===== src/rtl/seven_segment_scan_ctrl.sv =====
// Four-digit common-anode 7-segment scan controller with once-per-frame data capture.
// Optional anode-off guard at the start of each slot: define SSEG_GHOST_GUARD_EN.
module seven_segment_scan_ctrl #(
    parameter int unsigned REFRESH_BITS = 17,
    parameter int unsigned GUARD_CYCLES = 4
) (
    input  logic        clk,
    input  logic        reset,
    input  logic [15:0] data_in,
    input  logic [3:0]  dp_in,
    input  logic [3:0]  blank,
    output logic [7:0]  segment,
    output logic [3:0]  anode
);

`ifdef SSEG_GHOST_GUARD_EN
    localparam bit GUARD_EN = 1'b1;
`else
    localparam bit GUARD_EN = 1'b0;
`endif

    logic [REFRESH_BITS-1:0] cnt;
    logic [1:0]              idx;
    logic [15:0]             data_sh;
    logic [3:0]              dp_sh;
    logic [3:0]              blank_sh;

    logic        load_c;
    logic [15:0] data_eff_c;
    logic [3:0]  dp_eff_c;
    logic [3:0]  blank_eff_c;
    logic [3:0]  nibble_c;
    logic        guard_c;
    logic [3:0]  anode_nxt_c;
    logic [7:0]  segment_nxt_c;

    // Hex to active-low segments, bit order g..a.
    function automatic logic [6:0] decode(input logic [3:0] hex);
        logic [6:0] seg;
        case (hex)
            4'h0: seg = 7'b1000000;
            4'h1: seg = 7'b1111001;
            4'h2: seg = 7'b0100100;
            4'h3: seg = 7'b0110000;
            4'h4: seg = 7'b0011001;
            4'h5: seg = 7'b0010010;
            4'h6: seg = 7'b0000010;
            4'h7: seg = 7'b1111000;
            4'h8: seg = 7'b0000000;
            4'h9: seg = 7'b0010000;
            4'hA: seg = 7'b0001000;
            4'hB: seg = 7'b0000011;
            4'hC: seg = 7'b1000110;
            4'hD: seg = 7'b0100001;
            4'hE: seg = 7'b0000110;
            default: seg = 7'b0001110;
        endcase
        return seg;
    endfunction

    // In the load cycle the live inputs drive the pins so the first slot is not stale.
    always_comb begin
        load_c        = (cnt == '0) && (idx == 2'd0);
        data_eff_c    = load_c ? data_in : data_sh;
        dp_eff_c      = load_c ? dp_in   : dp_sh;
        blank_eff_c   = load_c ? blank   : blank_sh;
        nibble_c      = data_eff_c[{idx, 2'b00} +: 4];
        guard_c       = GUARD_EN && (cnt < REFRESH_BITS'(GUARD_CYCLES));
        anode_nxt_c   = 4'hF;
        segment_nxt_c = 8'hFF;
        if (!guard_c) begin
            anode_nxt_c   = blank_eff_c[idx] ? 4'hF : ~(4'b0001 << idx);
            segment_nxt_c = {~dp_eff_c[idx], decode(nibble_c)};
        end
    end

    always_ff @(posedge clk) begin
        if (reset) begin
            cnt      <= '0;
            idx      <= 2'd0;
            data_sh  <= 16'h0000;
            dp_sh    <= 4'h0;
            blank_sh <= 4'h0;
            anode    <= 4'hF;
            segment  <= 8'hFF;
        end else begin
            cnt <= cnt + REFRESH_BITS'(1);
            if (&cnt) begin
                idx <= idx + 2'd1;
            end
            if (load_c) begin
                data_sh  <= data_in;
                dp_sh    <= dp_in;
                blank_sh <= blank;
            end
            anode   <= anode_nxt_c;
            segment <= segment_nxt_c;
        end
    end

endmodule


===== config.mk =====
export PLATFORM = sky130hd
export DESIGN_NAME = seven_segment_scan_ctrl
export DESIGN_NICKNAME = d
export VERILOG_FILES = /design/src/rtl/seven_segment_scan_ctrl.sv
export SDC_FILE = /design/constraint.sdc
export NUM_CORES = 1
export LEC_CHECK = 0
export CAP_MARGIN = 20
export CORE_AREA = 4 4 77 79
export CTS_CLUSTER_SIZE = 28
export DETAILED_ROUTE_END_ITERATION = 7
export DIE_AREA = 0 0 81 83
export HOLD_SLACK_MARGIN = 0.08
export PLACE_DENSITY = 0.73
export SYNTH_ARGS = -nofsm -noshare
export SYNTH_HDL_FRONTEND = slang
export SYNTH_SLANG_ARGS = --single-unit

===== constraint.sdc =====
create_clock -name clk -period 3.4 [get_ports clk]
set_clock_uncertainty 0.15 [all_clocks]
set_input_delay 0.85 -clock clk [delete_from_list [all_inputs] [get_ports clk]]
set_output_delay 0.85 -clock clk [all_outputs]
set_load 0.02 [all_outputs]

==> impl_metrics.env, run 1 <==
export IMPL_status="completed"
export IMPL_cts_max_level=2
export IMPL_cts_sinks=55
export IMPL_clockBufferDepth=2
export IMPL_reg2reg_from="idx[1]$_SDFFE_PP0P_"
export IMPL_numCtsBuffers=5
export IMPL_synth_edf_count=0
export IMPL_coreArea_um2=5340
export IMPL_path_clk_slew_ns=0.09
export IMPL_antenna_cells=0
export IMPL_slew_viol_final=0
export IMPL_nFillCells=485
export IMPL_path_class="reg2reg"
export IMPL_yosysTopAreaCell="dfxtp_1"
export IMPL_io_buffers=37
export IMPL_crit_fanout=16
export IMPL_async_flop_share_pct=0
export IMPL_cp_data_arrival_time_ns=3.25
export IMPL_syn_area_um2=2420
export IMPL_yosysSeqAreaShare_pct=45.4
export IMPL_startpoint_type="flop"
export IMPL_synth_avg_cell_area_um2=10.3
export IMPL_detail_route_iter0_violations=35
export IMPL_hold_ws_ns=0.316
export IMPL_post_route_period_util_pct=94.4
export IMPL_reg2reg_setup_slack_ns=0.19
export IMPL_endpoint_kind="flop"
export IMPL_rsz0062_at_grt="no"
export IMPL_synth_top_area_share_pct=45.4
export IMPL_grt_antenna_before_repair=0
export IMPL_synth_cells=235
export IMPL_crit_start="idx[1]$_SDFFE_PP0P_"
export IMPL_r2r_end="segment[2]$_SDFF_PP1_"
export IMPL_grt_max_degree=31
export IMPL_gp_congestion=0.798
export IMPL_via_per_inst=4.89
export IMPL_nets=312
export IMPL_wirelength_um=4290
export IMPL_rows=27
export IMPL_power_density_nw_per_um2=478
export IMPL_hold_viol_final=0
export IMPL_root_buffer="clkbuf_8"
export IMPL_multiInputGateArea_um2=1260
export IMPL_cts_tree="done"
export IMPL_drive_gt1_share_pct=12.0
export IMPL_required_ns=3.44
export IMPL_die_width_um=81
export IMPL_drc_errors=0
export IMPL_dp_hpwl_um=3180
export IMPL_die_area_um2=6720
export IMPL_p_leak_nw=1.28
export IMPL_routedWlPerCell_um=12.4
export IMPL_fmax_mhz=312
export IMPL_slew_headroom_pct=46.9
export IMPL_yosysWarnings=0
export IMPL_syn_to_final_growth_pct=25.6
export IMPL_synth_most_common_cell="dfxtp_1"
export IMPL_top_level_ports=38
export IMPL_grt_pass1_vias=1676
export IMPL_critPathCapture="segment[2]$_SDFF_PP1_"
export IMPL_finalCriticalPeriod_ns=3.21
export IMPL_ys_top_cells_by_area="dfxtp_1, mux2i_1, nor2_1"
export IMPL_reg2reg_depth=11
export IMPL_final_antenna_net_count=0
export IMPL_initial_core_util_pct=45.4
export IMPL_cts_hold_buf=0
export IMPL_synth_flop_cell="dfxtp_1"
export IMPL_syn_nets=274
export IMPL_regArea_um2=1100
export IMPL_track_usage_pct=13.9
export IMPL_synthDistinctLibCells=34
export IMPL_vias=1693
export IMPL_tightest_slew_ns=0.793
export IMPL_die_h_um=83
export IMPL_clk_latency_ns=0.30
export IMPL_tns_ns=0
export IMPL_ys_top_cells_by_count="dfxtp_1, nor2_1, mux2i_1, ha_1, xor2_1"
export IMPL_setup_violations=0
export IMPL_grt_pass1_wl_um=7510
export IMPL_vdd_drop_max_mv=0.259
export IMPL_grt_overflow=0
export IMPL_ys_seq_elements=55
export IMPL_min_path_type="reg2reg"
export IMPL_cap_violations=0
export IMPL_drt_first_pass_iters=4
==> per-stage QoR <==
stage / util (%) / power (mW) / instances / area (um2) / worst slack (ns)
after CTS: 56.7 / 1.47 / 345 / 3030 / 0.154
after floorplan: - / 0.937 / 235 / 2480 / 0.0247
after global placement: 54.5 / 1.03 / 337 / 2910 / 0.256
final: 57.0 / 1.46 / 346 / 3040 / 0.191
after global routing: 57.0 / 1.53 / 346 / 3040 / 0.0340
after detailed placement: 54.5 / 1.03 / 337 / 2910 / 0.189
==> area by class of cell <==
type | count | area share (%)
sequential | 55 | 36.2
clock inverter | 2 | 1.15
inverter | 9 | 1.36
tap | 72 | 2.96
multi-input combinational | 159 | 41.5
timing repair buffer | 43 | 14.1
clock buffer | 6 | 2.71
==> layout by cell type (no fill, tap or decap), types with 2 or more instances in the layout <==
master and n:
dfxtp_1 54, nor2_1 44, clkdlybuf4s50_1 37, mux2i_1 28, xor2_1 11, nand2_1 9
ha_1 9, inv_1 6, nand3_1 6, mux4_2 6, clkbuf_8 6, and3_1 5
buf_4 5, and4_1 4, nor2b_1 4, xnor2_1 4, nor3_1 3, o21ai_0 3
inv_2 2, a221o_1 2, a21oi_1 2, nand4_1 2, ha_4 2, ha_2 2
==> what timing repair did <==
item / CTS / global route
setup buffers: 0 / 1
resized for setup: 0 / 2
setup endpoints to repair: 0 / 2
==> registers in the layout (all words and copies together), names as in the netlist <==
name	flops
blank_sh	4
data_sh	16
segment	8
idx	2
dp_sh	4
cnt	17
anode	4
==> routing by layer <==
| layer | up-vias | global-route usage, % | part of all wire, % |
|---|---|---|---|
| li1 | 872 | - | - |
| met1 | 793 | 16.5 | 44 |
| met2 | 26 | 24.4 | 51 |
| met3 | 2 | 3.58 | 5.1 |
| met4 | 0 | 3.23 | 0.33 |
| met5 | - | 0 | 0 |
==> cell families after synthesis <==
| kind of cell | after synthesis | share of synthesized area [%] |
|---|---|---|
| AO/OA/AOI/OAI | 12 | 3.56 |
| XOR/XNOR | 15 | 5.42 |
| adder cells (fa/ha/maj) | 13 | 6.71 |
| buffers and inverters | 21 | 4.08 |
| flip-flops | 55 | 45.4 |
| multiplexers | 35 | 17.6 |
| AND/OR/NAND/NOR | 84 | 17.2 |
==> how the worst min path moves through the flow <==
stage,start,end,slack [ns],depth (start not counted)
2_1_floorplan,cnt[0]$_SDFF_PP0_,cnt[0]$_SDFF_PP0_,0.28,1
4_1_cts,cnt[0]$_SDFF_PP0_,cnt[0]$_SDFF_PP0_,0.32,1
6_report,cnt[0]$_SDFF_PP0_,cnt[0]$_SDFF_PP0_,0.32,1
3_5_place_dp,cnt[0]$_SDFF_PP0_,cnt[0]$_SDFF_PP0_,0.30,1
5_1_grt,cnt[0]$_SDFF_PP0_,cnt[0]$_SDFF_PP0_,0.36,1
3_3_place_gp,cnt[0]$_SDFF_PP0_,cnt[0]$_SDFF_PP0_,0.29,1
==> critical path, stage by stage (launching register included) <==
cell     delay, ns
dfxtp_1       0.33
inv_2         0.12
ha_4          0.14
or4b_4        0.46
nor4_4        0.23
buf_12        0.21
mux2i_1       0.11
mux4_2        0.59
inv_1         0.13
ha_2          0.22
nor3_1        0.06
a311o_1       0.31
==> where the power goes <==
part	total (mW)	internal (mW)	switching, mW
logic	0.314	0.163	0.151
registers	0.705	0.692	0.0130
clock network	0.437	0.238	0.198
Power figures use the tool's default switching activity.
==> inputs of run 2 (changes only) <==
--- a/config.mk
+++ b/config.mk
@@ -5,13 +5,14 @@
 export SDC_FILE = /design/constraint.sdc
 export NUM_CORES = 1
 export LEC_CHECK = 0
+export ABC_AREA = 1
 export CAP_MARGIN = 20
-export CORE_AREA = 4 4 77 79
+export CORE_AREA = 4 4 81 83
 export CTS_CLUSTER_SIZE = 28
 export DETAILED_ROUTE_END_ITERATION = 7
-export DIE_AREA = 0 0 81 83
+export DIE_AREA = 0 0 85 87
 export HOLD_SLACK_MARGIN = 0.08
-export PLACE_DENSITY = 0.73
+export PLACE_DENSITY = 0.75
 export SYNTH_ARGS = -nofsm -noshare
 export SYNTH_HDL_FRONTEND = slang
 export SYNTH_SLANG_ARGS = --single-unit
==> impl_metrics.env, run 2 <==
export IMPL_status="completed"
export IMPL_path_cells="inv_2 -> ha_1 -> inv_1 -> nor2_1 -> nand3_1 -> nor2_4 -> nand3b_1 -> nand3_1 -> nand3_1 -> nand2_2 -> clkinv_1 -> ha_1 -> nand3_1 -> nor2_1 -> nor2_2 -> nand2_1"
export IMPL_synth_most_common_cell="nand2_1"
export IMPL_synthDistinctLibCells=33
export IMPL_cts_max_level=2
export IMPL_gp_congestion=0.888
export IMPL_grt_pass1_vias=2368
export IMPL_post_route_period_util_pct=86.7
export IMPL_drive_gt1_share_pct=10.6
export IMPL_top_regs="cnt (17), data_sh (16), segment (8)"
export IMPL_crit_fanout=14
export IMPL_nFillCells=542
export IMPL_via_per_inst=4.98
export IMPL_ys_top_cells_by_area="dfxtp_1, nand2_1, nand3_1"
export IMPL_largest_register="cnt"
export IMPL_vias=2535
export IMPL_synth_edf_count=0
export IMPL_top_level_ports=38
export IMPL_busiest_layer="met2"
export IMPL_async_flop_share_pct=0
export IMPL_syn_area_um2=2880
export IMPL_yosysTopAreaCell="dfxtp_1"
export IMPL_yosysSeqAreaShare_pct=38.3
export IMPL_worst_path_buf_inv=3
export IMPL_die_width_um=85
export IMPL_cts_sinks=55
export IMPL_max_stage_delay_ns=0.45
export IMPL_coreArea_um2=5850
export IMPL_tightest_slew_ns=0.564
export IMPL_power_mw=1.47
export IMPL_synth_avg_cell_area_um2=7.21
export IMPL_mostFrequentLayoutCell="nand2_1"
export IMPL_hold_viol_final=0
export IMPL_grt_antenna_before_repair=0
export IMPL_crit_top_cell="nand3_1"
export IMPL_antenna_cells=0
export IMPL_drt_first_pass_iters=5
export IMPL_fmax_mhz=339
export IMPL_regArea_um2=1100
export IMPL_hold_ws_ns=0.340
export IMPL_detail_route_iter0_violations=149
export IMPL_rows=28
export IMPL_routedWlPerCell_um=11.5
export IMPL_dp_hpwl_um=4170
export IMPL_slew_viol_final=0
export IMPL_final_antenna_net_count=0
export IMPL_synth_cells=399
export IMPL_path_clk_slew_ns=0.10
export IMPL_synth_flop_cell="dfxtp_1"
export IMPL_cts_setup_buffers=0
export IMPL_ys_seq_elements=55
export IMPL_cts_tree="done"
export IMPL_syn_to_final_growth_pct=17.0
export IMPL_met3_usage_pct=4.16
export IMPL_clk_latency_ns=0.31
export IMPL_path_class="reg2reg"
export IMPL_multiInputGateArea_um2=1470
export IMPL_final_cell_mix="nand2_1, inv_1, dfxtp_1"
export IMPL_rsz0062_at_grt="no"
export IMPL_crit_slowest_cell="dfxtp_1"
export IMPL_drc_errors=0
export IMPL_track_usage_pct=16.9
export IMPL_grt_met1_usage_pct=19.4
export IMPL_cts_resized=0
export IMPL_cap_violations=0
export IMPL_numCtsBuffers=5
export IMPL_slew_headroom_pct=62.4
export IMPL_root_buffer="clkbuf_8"
export IMPL_die_area_um2=7400
export IMPL_vdd_drop_max_mv=0.212
export IMPL_yosysWarnings=0
export IMPL_largest_reg_flops=17
export IMPL_cp_data_arrival_time_ns=3.00
export IMPL_finalCriticalPeriod_ns=2.95
export IMPL_initial_core_util_pct=49.2
export IMPL_p_leak_nw=1.54
export IMPL_setup_violations=0
export IMPL_min_path_type="reg2reg"
export IMPL_cts_hold_buf=0
export IMPL_clockBufferDepth=2
export IMPL_wirelength_um=5870
export IMPL_synth_top_area_share_pct=38.3
export IMPL_syn_nets=438
export IMPL_endpoint_kind="flop"
export IMPL_die_h_um=87
export IMPL_grtUsageMet2_pct=30.4
export IMPL_required_ns=3.46
export IMPL_io_buffers=37
export IMPL_grt_overflow=0
export IMPL_grt_max_degree=37
export IMPL_ys_top_cells_by_count="nand2_1, inv_1, dfxtp_1, nand3_1, nor2_1"
export IMPL_startpoint_type="flop"
export IMPL_nets=474
export IMPL_tns_ns=0
export IMPL_power_density_nw_per_um2=437
export IMPL_grt_pass1_wl_um=10100
export IMPL_cp_top_family="simple AND/OR/NAND/NOR gates"
[run 2: cell types whose count changed in the layout (fill, tap and decap cells not counted), sizes merged, moves of 4 or more]
cell,before,now
nand3,6,58
o21ai,3,16
a21oi,2,13
nand2,9,90
and4,4,0
nor2,44,54
nor2b,4,0
xor2,11,3
mux2i,29,0
mux4,6,0
inv,9,63
nand3b,0,9
and3,5,0
[run 2: final timing paths]
check                 startpoint                    end  slack [ns]  cells past startpoint
min            cnt[0]$_SDFF_PP0_      cnt[0]$_SDFF_PP0_        0.34                      1
max          idx[1]$_SDFFE_PP0P_  segment[0]$_SDFF_PP1_        0.45                     16
min reg2reg    cnt[0]$_SDFF_PP0_      cnt[0]$_SDFF_PP0_        0.34                      1
max reg2reg  idx[1]$_SDFFE_PP0P_  segment[0]$_SDFF_PP1_        0.45                     16
[run 2: logic make-up after synthesis]
family | count (synthesis) | share of synthesized area, %
and+or+nand+nor | 220 | 38.0
buffers and inverters | 75 | 10.8
DFF | 55 | 38.3
AOI/OAI and AO/OA | 32 | 6.09
adders and majority gates | 13 | 5.65
xor gates and xnor gates | 4 | 1.22
[run 2: power breakdown]
group / internal (mW) / total [mW] / switching [mW]
logic: 0.165 / 0.414 / 0.249
clock network: 0.138 / 0.339 / 0.201
registers: 0.702 / 0.718 / 0.0159
[run 2: per-layer routing]
metal	routed length, um	vias to the layer above
met5	0	-
met4	84	0
met3	315	6
met2	2870	58
met1	2600	1157
li1	-	1314
[run 2: layout make-up]
type,instances,area share (%)
multi-input cells,269,43.5
inverters,64,7.21
repair buffers,40,11.7
flip-flops and latches,55,32.7
clock buffers,6,2.15
well taps,75,2.79
[run 2: metrics by stage]
stage	utilization, %	area, um2	std cells	setup slack [ns]
final	57.6	3370	509	0.453
after global routing	57.6	3370	509	0.153
after CTS	57.6	3370	509	0.511
after detailed placement	56.3	3300	503	0.530
after global placement	56.3	3300	503	0.575
after floorplan	-	2880	399	0.861
